--- config.mk ---
export PLATFORM = sky130hd
export DESIGN_NAME = serial_subtractor
export DESIGN_NICKNAME = d
export VERILOG_FILES = /design/src/rtl/serial_sub_pkg.sv /design/src/rtl/serial_subtractor_fs.sv /design/src/rtl/serial_subtractor.sv
export SDC_FILE = /design/constraint.sdc
export NUM_CORES = 1
export LEC_CHECK = 0
export CORE_MARGIN = 1.5
export CORE_UTILIZATION = 25
export DETAILED_ROUTE_END_ITERATION = 12
export MAX_ROUTING_LAYER = met4
export SETUP_SLACK_MARGIN = 0.15
export SLEW_MARGIN = 10
export SYNTH_ARGS = -nofsm -noshare
export SYNTH_HDL_FRONTEND = slang
export SYNTH_SLANG_ARGS = --single-unit
--- constraint.sdc ---
create_clock -name clk -period 1.9 [get_ports clk]
set_input_delay 0.19 -clock clk [delete_from_list [all_inputs] [get_ports clk]]
set_output_delay 0.19 -clock clk [all_outputs]
set_load 0.01 [all_outputs]
--- src/rtl/serial_sub_pkg.sv ---
`default_nettype none
// ============================================================================
// Module   : serial_sub_pkg
// Brief    : Shared state encoding and sizing helpers for serial_subtractor.
// Revision : 1.0 - initial release
// ============================================================================
package serial_sub_pkg;

   typedef enum logic [1:0] {
      IDLE = 2'd0,
      RUN  = 2'd1,
      DONE = 2'd2
   } state_e;

   localparam int C_DEFAULT_WIDTH = 4;

   // Bit counter needs to reach WIDTH-1; keep at least one bit for WIDTH=2.
   function automatic int cnt_width(input int width);
      return (width > 2) ? $clog2(width) : 1;
   endfunction

endpackage
`default_nettype wire

--- src/rtl/serial_subtractor_fs.sv ---
`default_nettype none
// ============================================================================
// Module   : full_subtractor
// Brief    : Combinational 1-bit full-subtractor cell (d = a - b - bin).
// Revision : 1.0 - initial release
// ============================================================================
module full_subtractor (
   input  logic a_i,
   input  logic b_i,
   input  logic bin_i,
   output logic d_o,
   output logic bout_o
);

   assign d_o    = a_i ^ b_i ^ bin_i;
   assign bout_o = (~a_i & b_i) | (~(a_i ^ b_i) & bin_i);

endmodule
`default_nettype wire

--- src/rtl/serial_subtractor.sv ---
`default_nettype none
// ============================================================================
// Module   : serial_subtractor
// Brief    : Bit-serial WIDTH-bit subtractor, LSB first, start/busy/done.
//            Define SERIAL_SUB_OVF_EN to add the signed-overflow output ovf.
// Revision : 1.0 - initial release
// ============================================================================
module serial_subtractor
   import serial_sub_pkg::*;
#(
   parameter int WIDTH = C_DEFAULT_WIDTH
) (
   input  logic             clk,
   input  logic             rst_n,
   input  logic             start,
   input  logic [WIDTH-1:0] A,
   input  logic [WIDTH-1:0] B,
   input  logic             Bin,
   output logic             busy,
   output logic             done,
   output logic [WIDTH-1:0] Diff,
   output logic             Bout
`ifdef SERIAL_SUB_OVF_EN
   ,
   output logic             ovf
`endif
);

   localparam int            CW     = cnt_width(WIDTH);
   localparam logic [CW-1:0] C_LAST = CW'(WIDTH - 1);

   state_e           state_q, state_d;
   logic [WIDTH-1:0] a_q, b_q, diff_q;
   logic [WIDTH-2:0] sr_q;
   logic [CW-1:0]    cnt_q;
   logic             borrow_q, bout_q, busy_q;
   logic             fs_d, fs_bout;
   logic             accept, last;
   logic [WIDTH-1:0] shift_in;

   full_subtractor u_fs (
      .a_i    (a_q[0]),
      .b_i    (b_q[0]),
      .bin_i  (borrow_q),
      .d_o    (fs_d),
      .bout_o (fs_bout)
   );

   assign accept   = start && (state_q == IDLE || state_q == DONE);
   assign last     = (state_q == RUN) && (cnt_q == C_LAST);
   assign shift_in = {fs_d, sr_q};

   always_ff @(posedge clk or negedge rst_n) begin
      if (!rst_n) state_q <= IDLE;
      else        state_q <= state_d;
   end

   always_comb begin
      state_d = state_q;
      case (state_q)
         IDLE:    if (start) state_d = RUN;
         RUN:     if (cnt_q == C_LAST) state_d = DONE;
         DONE:    state_d = start ? RUN : IDLE;
         default: state_d = IDLE;
      endcase
   end

   // Diff/Bout only change on the final RUN edge so they hold across a new accept.
   always_ff @(posedge clk or negedge rst_n) begin
      if (!rst_n) begin
         a_q      <= '0;
         b_q      <= '0;
         sr_q     <= '0;
         cnt_q    <= '0;
         borrow_q <= 1'b0;
         diff_q   <= '0;
         bout_q   <= 1'b0;
         busy_q   <= 1'b0;
      end else begin
         busy_q <= (state_q == RUN) && (cnt_q != C_LAST);
         if (accept) begin
            a_q      <= A;
            b_q      <= B;
            borrow_q <= Bin;
            cnt_q    <= '0;
         end else if (state_q == RUN) begin
            a_q      <= a_q >> 1;
            b_q      <= b_q >> 1;
            borrow_q <= fs_bout;
            cnt_q    <= cnt_q + CW'(1);
            sr_q     <= shift_in[WIDTH-1:1];
            if (last) begin
               diff_q <= shift_in;
               bout_q <= fs_bout;
            end
         end
      end
   end

`ifdef SERIAL_SUB_OVF_EN
   logic amsb_q, bmsb_q, ovf_q;

   always_ff @(posedge clk or negedge rst_n) begin
      if (!rst_n) begin
         amsb_q <= 1'b0;
         bmsb_q <= 1'b0;
         ovf_q  <= 1'b0;
      end else if (accept) begin
         amsb_q <= A[WIDTH-1];
         bmsb_q <= B[WIDTH-1];
      end else if (last) begin
         ovf_q <= (amsb_q ^ bmsb_q) & (fs_d ^ amsb_q);
      end
   end

   assign ovf = ovf_q;
`endif

   assign busy = busy_q;
   assign done = (state_q == DONE);
   assign Diff = diff_q;
   assign Bout = bout_q;

endmodule
`default_nettype wire
==> metrics.md, run 1 <==
| Metric | Value |
|---|---|
| Outcome | finished, final reports clean |
| Max Cap Viol | 0 |
| Clock transition at the registers of the reported paths | about 0.09 ns |
| Setup TNS Final | 0 ns |
| Hold_buf cts | 0 |
| Crit path kind | register to output port |
| VDD IR max | 0.502 mV |
| Total grt overflow | 0 |
| Capture point of the critical path | done |
| Worst Path Buf+Inv | 1 |
| RePlAce Congestion | 0.849 |
| Leading area contributor after synthesis | dfrtp_1 |
| Reg2reg setup slack | 0.53 ns |
| Crit-path max cell delay | 0.54 ns |
| Sequential-to-total area share from yosys stat | 52.2% |
| Syn nets | slightly below 100 |
| CTS tree | done |
| Reg2Reg Depth | 3 |
| Crit-path cells | nor2b_1 -> clkdlybuf4s50_1 |
| CTS root buf | clkbuf_8 |
| Fin crit share | about 87% |
| Initial Util | 26.2% |
| Post-DRT Antenna Nets | 0 |
| Layout cells sized above 1 | a little under a fifth |
| Htree depth | 1 |
| HP Class | input port to asynchronous set/reset pin |
| Die X | 68.0 µm |
| Remaining DRCs | 0 |
| Cell family with most CP delay | buffers and inverters |
| Port bufs | 18 |
| Routing usage on met3 | 2.30% |
| Total clock sinks | 22 |
| Reg-to-Reg End | cnt_q[1] |
| Rel. slew slack | 68.4% |
| Initial antenna violation count | 0 |
| DP HPWL | 1.52 mm |
| Max Slew Vio Count | 0 |
| CP Data Arrival Time | 1.47 ns |
| Wire per inst | 13.2 µm |
| Post-Syn Area | 1050 µm² |
| Clock latency on the worst-skew pair | 0.26 ns |
| PostCTS Resize Cnt | 0 |
| Placement Cell Area | 1280 µm² |
| Filler Cells Inserted | ~410 |
| Die Ht | 68.0 µm |
| Ant diodes | 0 |
| Async S/R FF share, synth | 100% |
| P per Cell Area | approximately 1700 nW/µm² |
| Full die area | 4620 µm² |
| Placeable Area | between 4000 and 5000 µm² |
| Largest cells by area after synthesis | dfrtp_1, mux2_4, a21oi_1 |
| Crit. End Element | output port |
| Design area | 1350 µm² |
| FF-to-FF Start | state_q[1] |
| Max frequency | 0.604 GHz |
| Gr busiest metal | met2 |
| Num CTS Buffers | 3 |
| Clk buf depth | 2 |
| Initial drt markers | 16 |
| Post-synth top cells | dfrtp_1, a21oi_1, mux2_4, inv_1, nor2b_1 |
| Warning count from the yosys run | 0 |
| Synth Instances | 85 |
| Row count | 23 |
| Layout overhead on the synthesized area | 27.9% |
| Worst Max-Slew Pin Slew | 0.472 ns |
| Flop and latch count out of synthesis | 22 |
| Post-synthesis cell type count | 23 |
| Unrepaired setup endpoints after global routing | no |
| Critical Path Source | state_q[1] |
| Avg Inst Size Synth | 12.4 µm² |
| Number of enable flip-flop cells after synthesis | 0 |
| Met2 usage | 17.5% |
| Layout Nets | 120 |
| Area of the multi-input gates | 435 µm² |
| Largest net degree at the start of global routing | 17 |
| Static Leak | between 0.0006 and 0.0007 µW |
| FF+latch area | 551 µm² |
| Vias/cell | 4.51 |
| Synth Flop Type | dfrtp_1 |
| # Post-CTS Setup Buffers | 0 |
| Minimum clock period | 1.66 ns |
| Global-route wire length before repair | 3.57 mm |
| Routed vias | 699 |
| Worst setup skew after layout | 0.00811 ns |
| Crit path max-delay cell type | clkdlybuf4s50_1 |
| Number of global-route vias before repair | 766 |
| Largest fanout on the critical path | 7 |
| Stages on the worst setup path | 2 |
| Setup violations, final | 0 |
| Hold Vio Cnt, Final | 0 |
| CP required | 1.71 ns |
| Routed wire length | 2.05 mm |
| First-pass DRT Iterations | 4 |
| Global Route Usage Sum | 10.8% |
| Met1 Resource Use GR | 13.2% |
| I/O pins | 19 |
| Count leader, synth | dfrtp_1 |
| CP Launch Type | register |
| Yosys top cell area share | 52.2% |
-- final cells by class --
class | instances | area share, %
tap | 50 | 4.64
timing repair buffer | 21 | 15.0
clock inverter | 1 | 2.23
clock buffer | 3 | 3.06
sequential | 22 | 40.8
multi-input combinational | 51 | 32.3
inverter | 7 | 1.95
-- per-stage QoR --
step           total power, µW  cells  util [%]  hold slack, ns  setup slack [ns]
2_1_floorplan             1620     85         -          -0.106             0.641
3_3_place_gp              1850    151      31.7           0.489             0.441
3_5_place_dp              1910    151      31.7           0.497             0.374
4_1_cts                   2350    155      33.5           0.222             0.236
5_1_grt                   2500    155      33.5           0.232             0.157
6_report                  2330    155      33.5           0.204             0.245
-- kinds of logic (layout without fill, tap and decap cells) --
logic type      Yosys count  count (layout)  share of synthesized area (%)
mux                      12              12                           15.2
buf+inv                  12              32                           6.52
compound gates           21              21                           12.0
xor+xnor                  1               1                          0.831
flops                    22              22                           52.2
fa+ha+maj                 2               2                           3.08
simple gates             15              15                           10.2
-- flip-flops by register name, indices dropped and copies added, names as in the netlist --
signal    flops
cnt_q         2
busy          1
a_q           4
b_q           4
sr_q          3
borrow_q      1
Bout          1
Diff          4
state_q       2
-- power by group --
| part | internal (µW) | total [µW] | switching, µW |
|---|---|---|---|
| Combinational | 605 | 1030 | 427 |
| Clock | 281 | 435 | 154 |
| Sequential | 700 | 858 | 158 |
-- worst reg2reg max path, delay by kind of cell, from the launching register on --
kind	cells	cell delay, ns
compound gates	1	0.24
buf+inv	1	0.21
flops	1	0.50
mux	1	0.30
-- worst min path at each step --
stage	slack (ns)	cells past startpoint	endpoint	startpoint
3_3_place_gp	0.49	2	Bout	Bout
5_1_grt	0.23	1	Diff[0]	rst_n
2_1_floorplan	-0.11	0	Bout	rst_n
4_1_cts	0.22	1	Diff[0]	rst_n
3_5_place_dp	0.50	2	Bout	Bout
6_report	0.20	1	Diff[0]	rst_n
-- per-layer routing --
metal | routed length [µm] | part of all wire, % | up-vias
li1 | - | - | 334
met1 | 972 | 47 | 348
met2 | 964 | 47 | 15
met3 | 108 | 5.3 | 2
met4 | 8 | 0.39 | 0
met5 | 0 | 0 | -
-- layout by cell type, fill, tap and decap left out --
| cell type | count |
|---|---|
| clkbuf_8 | 3 |
| clkdlybuf4s50_1 | 18 |
| a211oi_1 | 4 |
| mux2i_1 | 4 |
| o22ai_1 | 3 |
| nand2b_2 | 1 |
| nand2b_4 | 1 |
| buf_4 | 3 |
| a22o_1 | 2 |
| nor2_1 | 3 |
| mux2_4 | 8 |
| bufinv_16 | 1 |
| fa_1 | 1 |
| nand2_1 | 1 |
| o21ai_0 | 4 |
| a21oi_1 | 8 |
| nand3b_4 | 1 |
| inv_1 | 7 |
| nand3_1 | 2 |
| ha_1 | 1 |
| nor2b_1 | 5 |
| xnor2_1 | 1 |
| dfrtp_1 | 22 |
| and2_4 | 1 |
No activity file was read; power rests on OpenSTA's default activity.
==> run 2: changes to the inputs <==
--- a/config.mk
+++ b/config.mk
@@ -5,6 +5,7 @@
 export SDC_FILE = /design/constraint.sdc
 export NUM_CORES = 1
 export LEC_CHECK = 0
+export ABC_CLOCK_PERIOD_IN_PS = 1900
 export CORE_MARGIN = 1.5
 export CORE_UTILIZATION = 25
 export DETAILED_ROUTE_END_ITERATION = 12
==> results of run 2 <==
Same layout as run 1: the final DEF is identical, and so are final timing and power.
==> run 3: changes to the inputs <==
--- a/config.mk
+++ b/config.mk
@@ -6,7 +6,7 @@
 export NUM_CORES = 1
 export LEC_CHECK = 0
 export ABC_CLOCK_PERIOD_IN_PS = 1900
-export CORE_MARGIN = 1.5
+export CORE_MARGIN = 2
 export CORE_UTILIZATION = 25
 export DETAILED_ROUTE_END_ITERATION = 12
 export MAX_ROUTING_LAYER = met4
==> run 3 against run 2 <==
Compared with the run above: register-to-register slack better by 0.03 ns; first-iteration DRC count decreased by 38%; worst setup slack improved by 0.0011 ns; sequential share of layout area did not move.
==> metrics.md, run 3 (synthesized netlist as in run 1, its figures left out) <==
| Metric | Value |
|---|---|
| Clock transition at the registers of the reported paths | roughly 0.08 ns |
| DP HPWL | around 1.5 mm |
| Max Cap Viol | 0 |
| Global-route wire length before repair | roughly 3.2 mm |
| Hold_buf cts | 0 |
| Clock latency on the worst-skew pair | approximately 0.27 ns |
| Wire per inst | between 10 and 15 µm |
| Net Sw Power | roughly 730 µW |
| Routed wire length | 2.01 mm |
| CP Data Arrival Time | 1.46 ns |
| Rel. slew slack | 69.0% |
| Placeable Area | 4030 µm² |
| Reg2reg setup slack | 0.56 ns |
| Clock power frac | roughly a fifth |
| Routed vias | 688 |
| Setup violations, final | 0 |
| Net switching fraction of the power | around a third |
| CTS root buf | clkbuf_8 |
| Ant diodes | 0 |
| Reg2Reg Depth | 3 |
| First-pass DRT Iterations | 4 |
| Global Route Usage Sum | 9.81% |
| Die Ht | 69.0 µm |
| Layout overhead on the synthesized area | 27.9% |
| Largest net degree at the start of global routing | 23 |
| Max frequency | 0.605 GHz |
| Full die area | 4750 µm² |
| Worst Max-Slew Pin Slew | 0.463 ns |
| Setup TNS Final | 0 ns |
| Int Pwr | 1580 µW |
| Max Slew Vio Count | 0 |
| CTS tree | done |
| Layout cells sized above 1 | between 10% and 20% |
| Total clock sinks | 22 |
| Share of power burned in registers | 37.0% |
| I/O pins | 19 |
| Most common cell after layout, fill and taps aside | dfrtp_1 |
| Hold Vio Cnt, Final | 0 |
| Reg-to-Reg End | Diff[0] |
| CP required | 1.71 ns |
| Static Leak | 0.000614 µW |
| Post-DRT Antenna Nets | 0 |
| Number of global-route vias before repair | 676 |
| Crit. End Element | output port |
| Port bufs | 18 |
| Unrepaired setup endpoints after global routing | no |
| Layout Nets | between 100 and 150 |
| Initial drt markers | 10 |
| Htree depth | 1 |
| FF-to-FF Start | state_q[1] |
| PostCTS Resize Cnt | 0 |
| CP Launch Type | register |
| Vias/cell | 4.44 |
| Fin crit share | 87.0% |
| Die X | ~69 µm |
| Most frequent cells in the layout | dfrtp_1, clkdlybuf4s50_1, a21oi_1, mux2_4, inv_1 |
| Row count | 23 |
| Worst setup skew after layout | 0.00420 ns |
| Initial Util | 26.2% |
| Logic pwr share | between 40% and 50% |
| Final design utilization | roughly 33% |
| Remaining DRCs | 0 |
| P per Cell Area | 1710 nW/µm² |
| Minimum clock period | 1.65 ns |
| Largest fanout on the critical path | 7 |
| RePlAce Congestion | 0.811 |
| Num CTS Buffers | 3 |
| HP Class | input port to asynchronous set/reset pin |
| Crit path kind | register to output port |
| Initial antenna violation count | 0 |
| Clk buf depth | 2 |
| # Post-CTS Setup Buffers | 0 |
| Outcome | finished, final reports clean |
| VDD IR max | roughly 0.49 mV |
| Total grt overflow | 0 |
-- run 3: cell counts in the layout (fill, tap and decap cells not counted) --
No cell type changed its count.
-- run 3: layout make-up --
class / instances / area [µm²]
Clock inverter: 1 / 30.0
Timing Repair Buffer: 21 / 203
Multi-Input combinational cell: 51 / 435
Clock buffer: 3 / 41.3
Sequential cell: 22 / 551
Tap cell: 50 / 62.6
Inverter: 7 / 26.3
Fill cell: 399 / 2680
-- run 3: worst max-delay path by stage --
stage / from / endpoint / slack, ns / cells past startpoint
global placement: start / a_q[1] / 0.45 / 4
global route: state_q[1] / done / 0.16 / 2
CTS: state_q[1] / done / 0.23 / 2
finish: state_q[1] / done / 0.25 / 2
floorplan: cnt_q[0] / cnt_q[1] / 0.64 / 3
detailed placement: start / b_q[1] / 0.40 / 4
-- run 3: metal layers --
metal	share of wire [%]	GRT usage [%]	up-vias
li1	-	-	333
met1	46	12.1	329
met2	47	15.3	21
met3	5.6	1.79	5
met4	2.0	5.15	0
met5	0	-	-
-- run 3: power by group through the flow --
stage               clock (µW)  sequential (µW)  combinational [µW]
finish                     438              855                1020
global route               468              888                1130
CTS                        451              860                1030
detailed placement           0              865                1030
global placement             0              854                 993
floorplan                    0              847                 770
-- run 3: worst max-delay path, cell delays in order (launching register included) --
cell and delay, ns:
dfrtp_1 0.49, nor2b_1 0.17, clkdlybuf4s50_1 0.54
-- run 3: through the flow --
stage	hold slack [ns]	power [µW]	std cells	worst slack, ns	area [µm²]
after global placement	0.473	1850	151	0.448	1280
final	0.264	2310	155	0.246	1350
after detailed placement	0.481	1900	151	0.400	1280
after CTS	0.269	2340	155	0.232	1350
after global routing	0.299	2490	155	0.165	1350
after floorplan	-0.106	1620	85	0.641	1050
